`src/rtl/a2d_spi_serf.sv`:
```
// a2d_spi_serf: ADC128S-style SPI responder that latches a channel on each 16-bit command and returns it next frame
module a2d_spi_serf #(
    parameter int SYNC_STAGES = 2,
    parameter int RES_W       = 12
) (
    input  logic               clk,
    input  logic               rst_n,
    input  logic               SS_n,
    input  logic               SCLK,
    input  logic               MOSI,
    output logic               MISO,
    input  logic [8*RES_W-1:0] analog,
    output logic               cmd_rcvd,
    output logic [2:0]         chnnl_rcvd,
    output logic               frm_err,
    output logic [15:0]        cnv_cnt
);
    typedef enum logic [1:0] {IDLE, ACTIVE, CMPLT} state_t;
    state_t                 state_q;
    logic [SYNC_STAGES-1:0] sclk_q, ss_q, mosi_q;
    logic                   sclk_h_q, ss_h_q;
    logic [15:0]            tx_q, cnv_cnt_q;
    logic [14:0]            rx_q;
    logic [4:0]             bit_cnt_q;
    logic [RES_W-1:0]       result_q;
    logic [2:0]             chnnl_q;
    logic                   cmd_rcvd_q, frm_err_q;
    logic                   sclk_s, ss_s, mosi_s, rise, fall, ss_fall, ss_rise;
    assign sclk_s  = sclk_q[SYNC_STAGES-1];
    assign ss_s    = ss_q[SYNC_STAGES-1];
    assign mosi_s  = mosi_q[SYNC_STAGES-1];
    assign rise    = sclk_s & ~sclk_h_q;
    assign fall    = ~sclk_s & sclk_h_q;
    assign ss_fall = ~ss_s & ss_h_q;
    assign ss_rise = ss_s & ~ss_h_q;
    assign MISO       = (state_q == ACTIVE) & tx_q[15];
    assign cmd_rcvd   = cmd_rcvd_q;
    assign frm_err    = frm_err_q;
    assign chnnl_rcvd = chnnl_q;
    assign cnv_cnt    = cnv_cnt_q;

    always_ff @(posedge clk or negedge rst_n) begin
        if (!rst_n) begin
            sclk_q   <= '1;
            ss_q     <= '1;
            mosi_q   <= '0;
            sclk_h_q <= 1'b1;
            ss_h_q   <= 1'b1;
        end else begin
            sclk_q   <= {sclk_q[SYNC_STAGES-2:0], SCLK};
            ss_q     <= {ss_q[SYNC_STAGES-2:0], SS_n};
            mosi_q   <= {mosi_q[SYNC_STAGES-2:0], MOSI};
            sclk_h_q <= sclk_s;
            ss_h_q   <= ss_s;
        end
    end

    always_ff @(posedge clk or negedge rst_n) begin
        if (!rst_n) begin
            state_q    <= IDLE;
            tx_q       <= '0;
            rx_q       <= '0;
            bit_cnt_q  <= '0;
            result_q   <= '0;
            chnnl_q    <= '0;
            cnv_cnt_q  <= '0;
            cmd_rcvd_q <= 1'b0;
            frm_err_q  <= 1'b0;
        end else begin
            cmd_rcvd_q <= 1'b0;
            frm_err_q  <= 1'b0;
            case (state_q)
                IDLE: if (ss_fall) begin
                    tx_q      <= {{(16-RES_W){1'b0}}, result_q};
                    bit_cnt_q <= '0;
                    state_q   <= ACTIVE;
                end
                ACTIVE: begin
                    if (ss_rise) state_q <= CMPLT;
                    // edges while SS_n is high belong to no frame
                    if (!ss_s && rise) begin
                        rx_q      <= {rx_q[13:0], mosi_s};
                        bit_cnt_q <= bit_cnt_q + {4'b0, bit_cnt_q != 5'd31};
                    end
                    if (!ss_s && fall) tx_q <= {tx_q[14:0], 1'b0};
                end
                CMPLT: begin
                    if (bit_cnt_q == 5'd16) begin
                        chnnl_q    <= rx_q[13:11];
                        result_q   <= analog[rx_q[13:11]*RES_W +: RES_W];
                        cmd_rcvd_q <= 1'b1;
                        cnv_cnt_q  <= cnv_cnt_q + 16'd1;
                    end else begin
                        frm_err_q <= 1'b1;
                    end
                    state_q <= IDLE;
                end
                default: state_q <= IDLE;
            endcase
        end
    end
endmodule

```
`config.mk`:
```
export PLATFORM = sky130hd
export DESIGN_NAME = a2d_spi_serf
export DESIGN_NICKNAME = d
export VERILOG_FILES = /design/src/rtl/a2d_spi_serf.sv
export SDC_FILE = /design/constraint.sdc
export NUM_CORES = 1
export LEC_CHECK = 0
export ABC_AREA = 1
export ABC_CLOCK_PERIOD_IN_PS = 2300
export CAP_MARGIN = 5
export CORE_MARGIN = 2
export CORE_UTILIZATION = 30
export DETAILED_ROUTE_END_ITERATION = 16
export RECOVER_POWER = 100
export SYNTH_ARGS = -nofsm -noshare
export SYNTH_HDL_FRONTEND = slang
export SYNTH_SLANG_ARGS = --single-unit
```
`constraint.sdc`:
```
create_clock -name clk -period 2.3 [get_ports clk]
set_input_delay 0.23 -clock clk [delete_from_list [all_inputs] [get_ports clk]]
set_output_delay 0.23 -clock clk [all_outputs]
set_load 0.01 [all_outputs]
```
==> results of run 1 <==
==> flip-flops by register name, indices dropped and copies added (netlist names) <==
| register | count |
|---|---|
| chnnl_rcvd | 3 |
| ss_q | 2 |
| cnv_cnt | 16 |
| mosi_q | 2 |
| state_q | 2 |
| tx_q | 16 |
| sclk_q | 2 |
| cmd_rcvd | 1 |
| rx_q | 14 |
| ss_h_q | 1 |
| sclk_h_q | 1 |
| frm_err | 1 |
| result_q | 12 |
| bit_cnt_q | 5 |
==> final timing paths <==
check,to,from,depth (start not counted)
min,sclk_q[1],sclk_q[0],0
max in group asynchronous,mosi_q[0],rst_n,3
min in group asynchronous,tx_q[3],rst_n,2
min reg2reg,sclk_q[1],sclk_q[0],0
max reg2reg,tx_q[5],state_q[1],6
max,MISO,state_q[1],4
==> cell families (layout without fill, tap and decap cells) <==
| family | Yosys count | count (layout) | synth area share (%) |
|---|---|---|---|
| AO/OA/AOI/OAI | 83 | 83 | 9.685 |
| XOR/XNOR | 9 | 9 | 1.838 |
| AND/OR/NAND/NOR | 347 | 347 | 33.81 |
| adder cells (fa/ha/maj) | 3 | 3 | 0.8752 |
| buffers and inverters | 78 | 196 | 8.110 |
| flip-flops | 78 | 78 | 45.68 |
==> synth_stat cells <==
library cell | n | area share [%]
nand2_1 | 172 | 15
nor2_1 | 99 | 8.7
dfrtp_1 | 72 | 42
nand3_1 | 57 | 6.7
o21ai_0 | 52 | 6.1
inv_1 | 42 | 3.7
o21ai_1 | 21 | 2.5
buf_2 | 14 | 1.6
a21oi_1 | 10 | 1.2
clkbuf_1 | 9 | 0.79
nand4_1 | 9 | 1.3
dfstp_2 | 6 | 3.7
xnor2_1 | 6 | 1.2
inv_2 | 5 | 0.44
buf_4 | 4 | 0.70
nand3_2 | 4 | 0.93
buf_6 | 3 | 0.79
ha_1 | 3 | 0.88
xor2_1 | 3 | 0.61
nor2_4 | 2 | 0.53
nor3_1 | 2 | 0.23
buf_1 | 1 | 0.087
nand4_2 | 1 | 0.29
nor2_2 | 1 | 0.15
==> through the flow <==
step / instance area [um^2] / std cells
2_1_floorplan: 4289 / 598
3_3_place_gp: 5649 / 879
3_5_place_dp: 5649 / 879
4_1_cts: 5962 / 896
5_1_grt: 5927 / 896
6_report: 5927 / 896
==> final cells by class <==
cell class / instances / share of cell area [%]
Multi-Input combinational cell: 442 / 33.31
Sequential cell: 78 / 33.06
Timing Repair Buffer: 133 / 21.74
Clock buffer: 13 / 4.391
Tap cell: 180 / 3.800
Inverter: 47 / 2.977
Clock inverter: 3 / 0.7178
==> placed cells by master, fill, tap and decap left out, types with 2 or more instances in the layout <==
cell type	n
nand2_1	172
clkbuf_8	2
buf_4	5
clkdlybuf4s50_1	97
a21oi_1	10
ha_1	3
nor2_1	100
clkbuf_2	3
xnor2_1	6
nand4_1	9
clkbuf_1	4
inv_1	43
dlygate4sd3_1	25
nand3_2	4
dfstp_1	2
clkbuf_16	9
o21ai_0	66
dfrtp_1	72
nand3_1	57
o21ai_1	7
inv_2	4
nor3_1	2
dfstp_2	4
xor2_1	3
==> critical path, stage by stage (launching register included) <==
cell and delay (ns):
dfrtp_1 0.40, nor2_1 0.18, inv_2 0.17, nor2_1 0.13, clkdlybuf4s50_1 0.54
==> where the power goes <==
part,switching (mW),internal [mW]
clock network,0.524,0.898
logic,1.20,0.709
registers,0.171,1.66
==> metal layers <==
metal	up-vias	track usage (%)	wire [um]
li1	2128	-	-
met1	1993	23.68	5663
met2	93	27.88	6058
met3	15	4.075	459
met4	0	3.409	156
met5	-	0	0
==> timing repair <==
action                                 CTS  global route
setup endpoints to repair                0             0
endpoints found under the hold margin   37             0
hold buffers                             1             0
==> metrics, run 1 <==
post-route setup slack=0.3133 ns; global-route wire length before repair=between 20000 and 25000 um; Mean Syn Cell Area=about 7 um^2; Routed WL per cell=~14 um; R2R setup slack=roughly 0.48 ns; post-CTS sizing=0; CP Data Required Time=~2.1 ns; Post-Synthesis Cells=598; largest net degree at the start of global routing=49; IO buf count=122; Total GRT Usage=17.23%; antenna violations before repair=0; status=complete, no violations; Crit path arrival time=roughly 1.8 ns; footprint of the multi-input gates=~2000 um^2; setup violators final=0; overflow left after global routing=0; H-tree levels=3; nets=815; vias in the first global route=4052; Initial Utilization=30.78%; Post-Route Utilization=42.53%; Antenna Cells=0; min-delay worst type=register to register; CTS Sinks=between 70 and 80; site row count=43; vias per cell=4.720; Post-Route Skew=roughly 0.0043 ns; I/O pins=123; Slew Viols, Final=0; DP Worst Slack=0.6461 ns; P per Cell Area=872.1 nW/um^2; die height=123.6 um; first-pass detailed-route iteration total=5; YS warnings=0; fin crit period=just under 2 ns; Yosys cell types=24; Setup Buffers After CTS=0; CP Class=register to output port; worst-path maximum fanout=23; Setup crit end kind=output port; CTS buffer count=9; max-cap viol count=0; f_max=503.3 MHz; Remaining DRCs=0; worst vdd ir=0.0004685 V; die width=123.6 um; detailed-route via count=4229; routed wire length=between 10000 and 15000 um; clk slew on worst S/H paths=around 0.050 ns; Worst Tran Pin Value=around 1.1 ns; Clk Latency, worst-skew pair=0.34 ns; fill count=about 1400; post-synth net total=702; final HPWL from detailed placement=9370 um; FF+latch area=1959 um^2; gp weighted congestion=0.8228; ANT nets after route=0; CTS tree=done; post-synthesis sequential area ratio=a little under half; clk root buf=clkbuf_16; fin crit share=86.38%; PnR Total Power=5.169 mW; share of cells above drive strength 1=between 5 and 6%; cell area after synthesis=about 4300 um^2; initial DRC count=311; die area=between 15000 and 20000 um^2; synth-to-layout area growth=38.19%; Leakage=2.768 nW; Final Hold Fails=0; post-route setup TNS=0 ns; CP Launch Type=register; unrepaired setup endpoints after global routing=no; Core ar.=13930 um^2; Worst Hold Slack=0.3594 ns; Synth Register Bits=78; CTS Buffer Depth=2; slew margin rel.=27.74%
Power figures use the tool's default switching activity.
==> run 2, diff against run 1 <==
Settings changed: CTS_CLUSTER_DIAMETER set to 40.
==> results of run 2 <==
The final DEF is identical to that of run 1; final timing and power are the same.
==> run 3, diff against run 2 <==
Settings changed: ABC_CLOCK_PERIOD_IN_PS 2300 to 2200.
Clock period 2.3 ns to 2.2 ns, I/O delays scaled along.
==> run 3 against run 2 <==
  * Via count shrank 1.7%
  * Combinational power is 2% higher
  * Power increased by 4.5%
  * Sequential share of layout area rose by 0.10 points
==> metrics, run 3 (synthesis results as in run 1) <==
status=complete, no violations; post-CTS sizing=0 (unchanged); Initial Utilization=30.78% (unchanged); share of cells above drive strength 1=5.322% (+0.015 points); Routed WL per cell=13.59 um (-1.3%); Final Hold Fails=0 (unchanged); site row count=43 (unchanged); Core ar.=13930 um^2 (unchanged); fin crit period=about 2.0 ns; routed wire length=12150 um (-1.5%); CP Data Required Time=1.98 ns (-0.09 ns); fin crit share=between 90% and 100%; Total GRT Usage=17.04% (-0.19 points); P per Cell Area=914.0 nW/um^2 (+4.8%); worst vdd ir=0.0005755 V (+23%); die width=123.6 um (unchanged); clk root buf=clkbuf_16; CTS Buffer Depth=2 (unchanged); gp weighted congestion=0.8801 (+7.0%); worst reg2reg startpoint=bit_cnt_q[1]; CTS buffer count=9 (unchanged); clk slew on worst S/H paths=0.07 ns (+0.02 ns); Placed Cells=877 (-0.23%); setup violators final=0 (unchanged); DP Worst Slack=0.5203 ns (-0.1258 ns); H-tree levels=3 (unchanged); global-route wire length before repair=20440 um (-0.40%); design area=5908 um^2 (-0.32%); Antenna Cells=0 (unchanged); CP Class=register to output port; overflow left after global routing=0 (unchanged); f_max=502.1 MHz; synth-to-layout area growth=37.75%; CTS Sinks=78 (unchanged); CP Launch Type=register; commonest cells after routing, fill and taps aside=nand2_1, nor2_1, clkdlybuf4s50_1; Post-Route Utilization=42.40% (-0.13 points); final HPWL from detailed placement=9111 um (-2.8%); min-delay worst type=register to register; met2 routed WL=6119 um (+1.0%); Crit path arrival time=1.77 ns (about the same); Remaining DRCs=0 (unchanged); die area=15270 um^2 (unchanged); slew margin rel.=36.22% (+8.5 points); nets=813 (-0.25%); initial DRC count=215 (-31%); CP startpoint=state_q[1]; CTS tree=done; Cell Chain, Critical Path=nor2_1, inv_2, nor2_1, clkdlybuf4s50_1; I/O pins=123 (unchanged); met3 wire len=392 um (-15%); Hold Startpoint=mosi_q[0]; detailed-route via count=4158 (-1.7%); Worst Hold Slack=0.3625 ns (+0.003115 ns); Final Non-Filler Cells=894 (-0.22%); max-cap viol count=0 (unchanged); Most common cell on crit path=nor2_1; Clk Latency, worst-skew pair=0.33 ns (about the same); IO buf count=122 (unchanged); Cell Area, Placed=5634 um^2 (-0.27%); PnR Total Power=5.400 mW (+4.5%); Slew Viols, Final=0 (unchanged); die height=123.6 um (unchanged); Leakage=2.771 nW (+0.10%); largest net degree at the start of global routing=51 (+4.1%); post-route setup slack=0.2083 ns (-0.1050 ns); first-pass detailed-route iteration total=5 (unchanged); hold buffers post-CTS=1 (unchanged); met1 WL=5487 um (-3.1%); ANT nets after route=0 (unchanged); vias in the first global route=4094 (+1.0%); Setup crit end kind=output port; crit path max-delay cell type=clkdlybuf4s50_1; vias per cell=4.651 (-1.5%); Setup Buffers After CTS=0 (unchanged); unrepaired setup endpoints after global routing=no; post-route setup TNS=0 ns (unchanged); Worst path max stage delay=0.55 ns (about the same); worst-path maximum fanout=23 (unchanged); Post-Route Skew=0.006237 ns (+0.001922 ns); highest routed layer=met4; Worst Tran Pin Value=0.9567 ns (-0.1273 ns); antenna violations before repair=0 (unchanged); leading cell type in the layout, fill and taps excluded=nand2_1
[run 3: cell count changes in the layout (fill, tap and decap cells not counted), sizes merged]
cell | previous run | this run
clkbuf | 19 | 13
inv | 47 | 52
clkinvlp | 1 | 0
[run 3: critical path, delay by kind of cell (launching register included)]
| kind | cells | cell delay [ns] |
|---|---|---|
| DFF | 1 | 0.40 |
| and+or+nand+nor | 2 | 0.31 |
| buffers and inverters | 2 | 0.72 |
[run 3: power by group]
group          internal, mW  total, mW  switching [mW]
clock                 0.908       1.53           0.623
sequential             1.74       1.92           0.182
combinational         0.726       1.95            1.22
total                  3.37       5.40            2.03
[run 3: routing by layer]
metal	GRT usage, %	vias up
met5	0	-
met4	3.693	0
met3	3.434	12
met2	28.71	82
met1	22.71	1942
li1	-	2122
[run 3: path summary, 6_finish.rpt]
check                           cells after the start       endpoint  slack (ns)
worst max-delay path                                4           MISO        0.21
worst max register to register                      6  chnnl_rcvd[0]        0.28
min in group asynchronous                           2    result_q[4]        0.57
worst min register to register                      0      mosi_q[1]        0.36
max in group asynchronous                           3      sclk_q[0]        0.45
worst min-delay path                                0      mosi_q[1]        0.36
[run 3: final cells by class]
class                      count  area [um^2]
clock inverter                 7        87.58
clock buffer                   9        225.2
inverter                      47        176.4
multi-input combinational    442         1953
tap                          180        225.2
timing repair buffer         131         1281
fill                        1413         8026
sequential                    78         1959
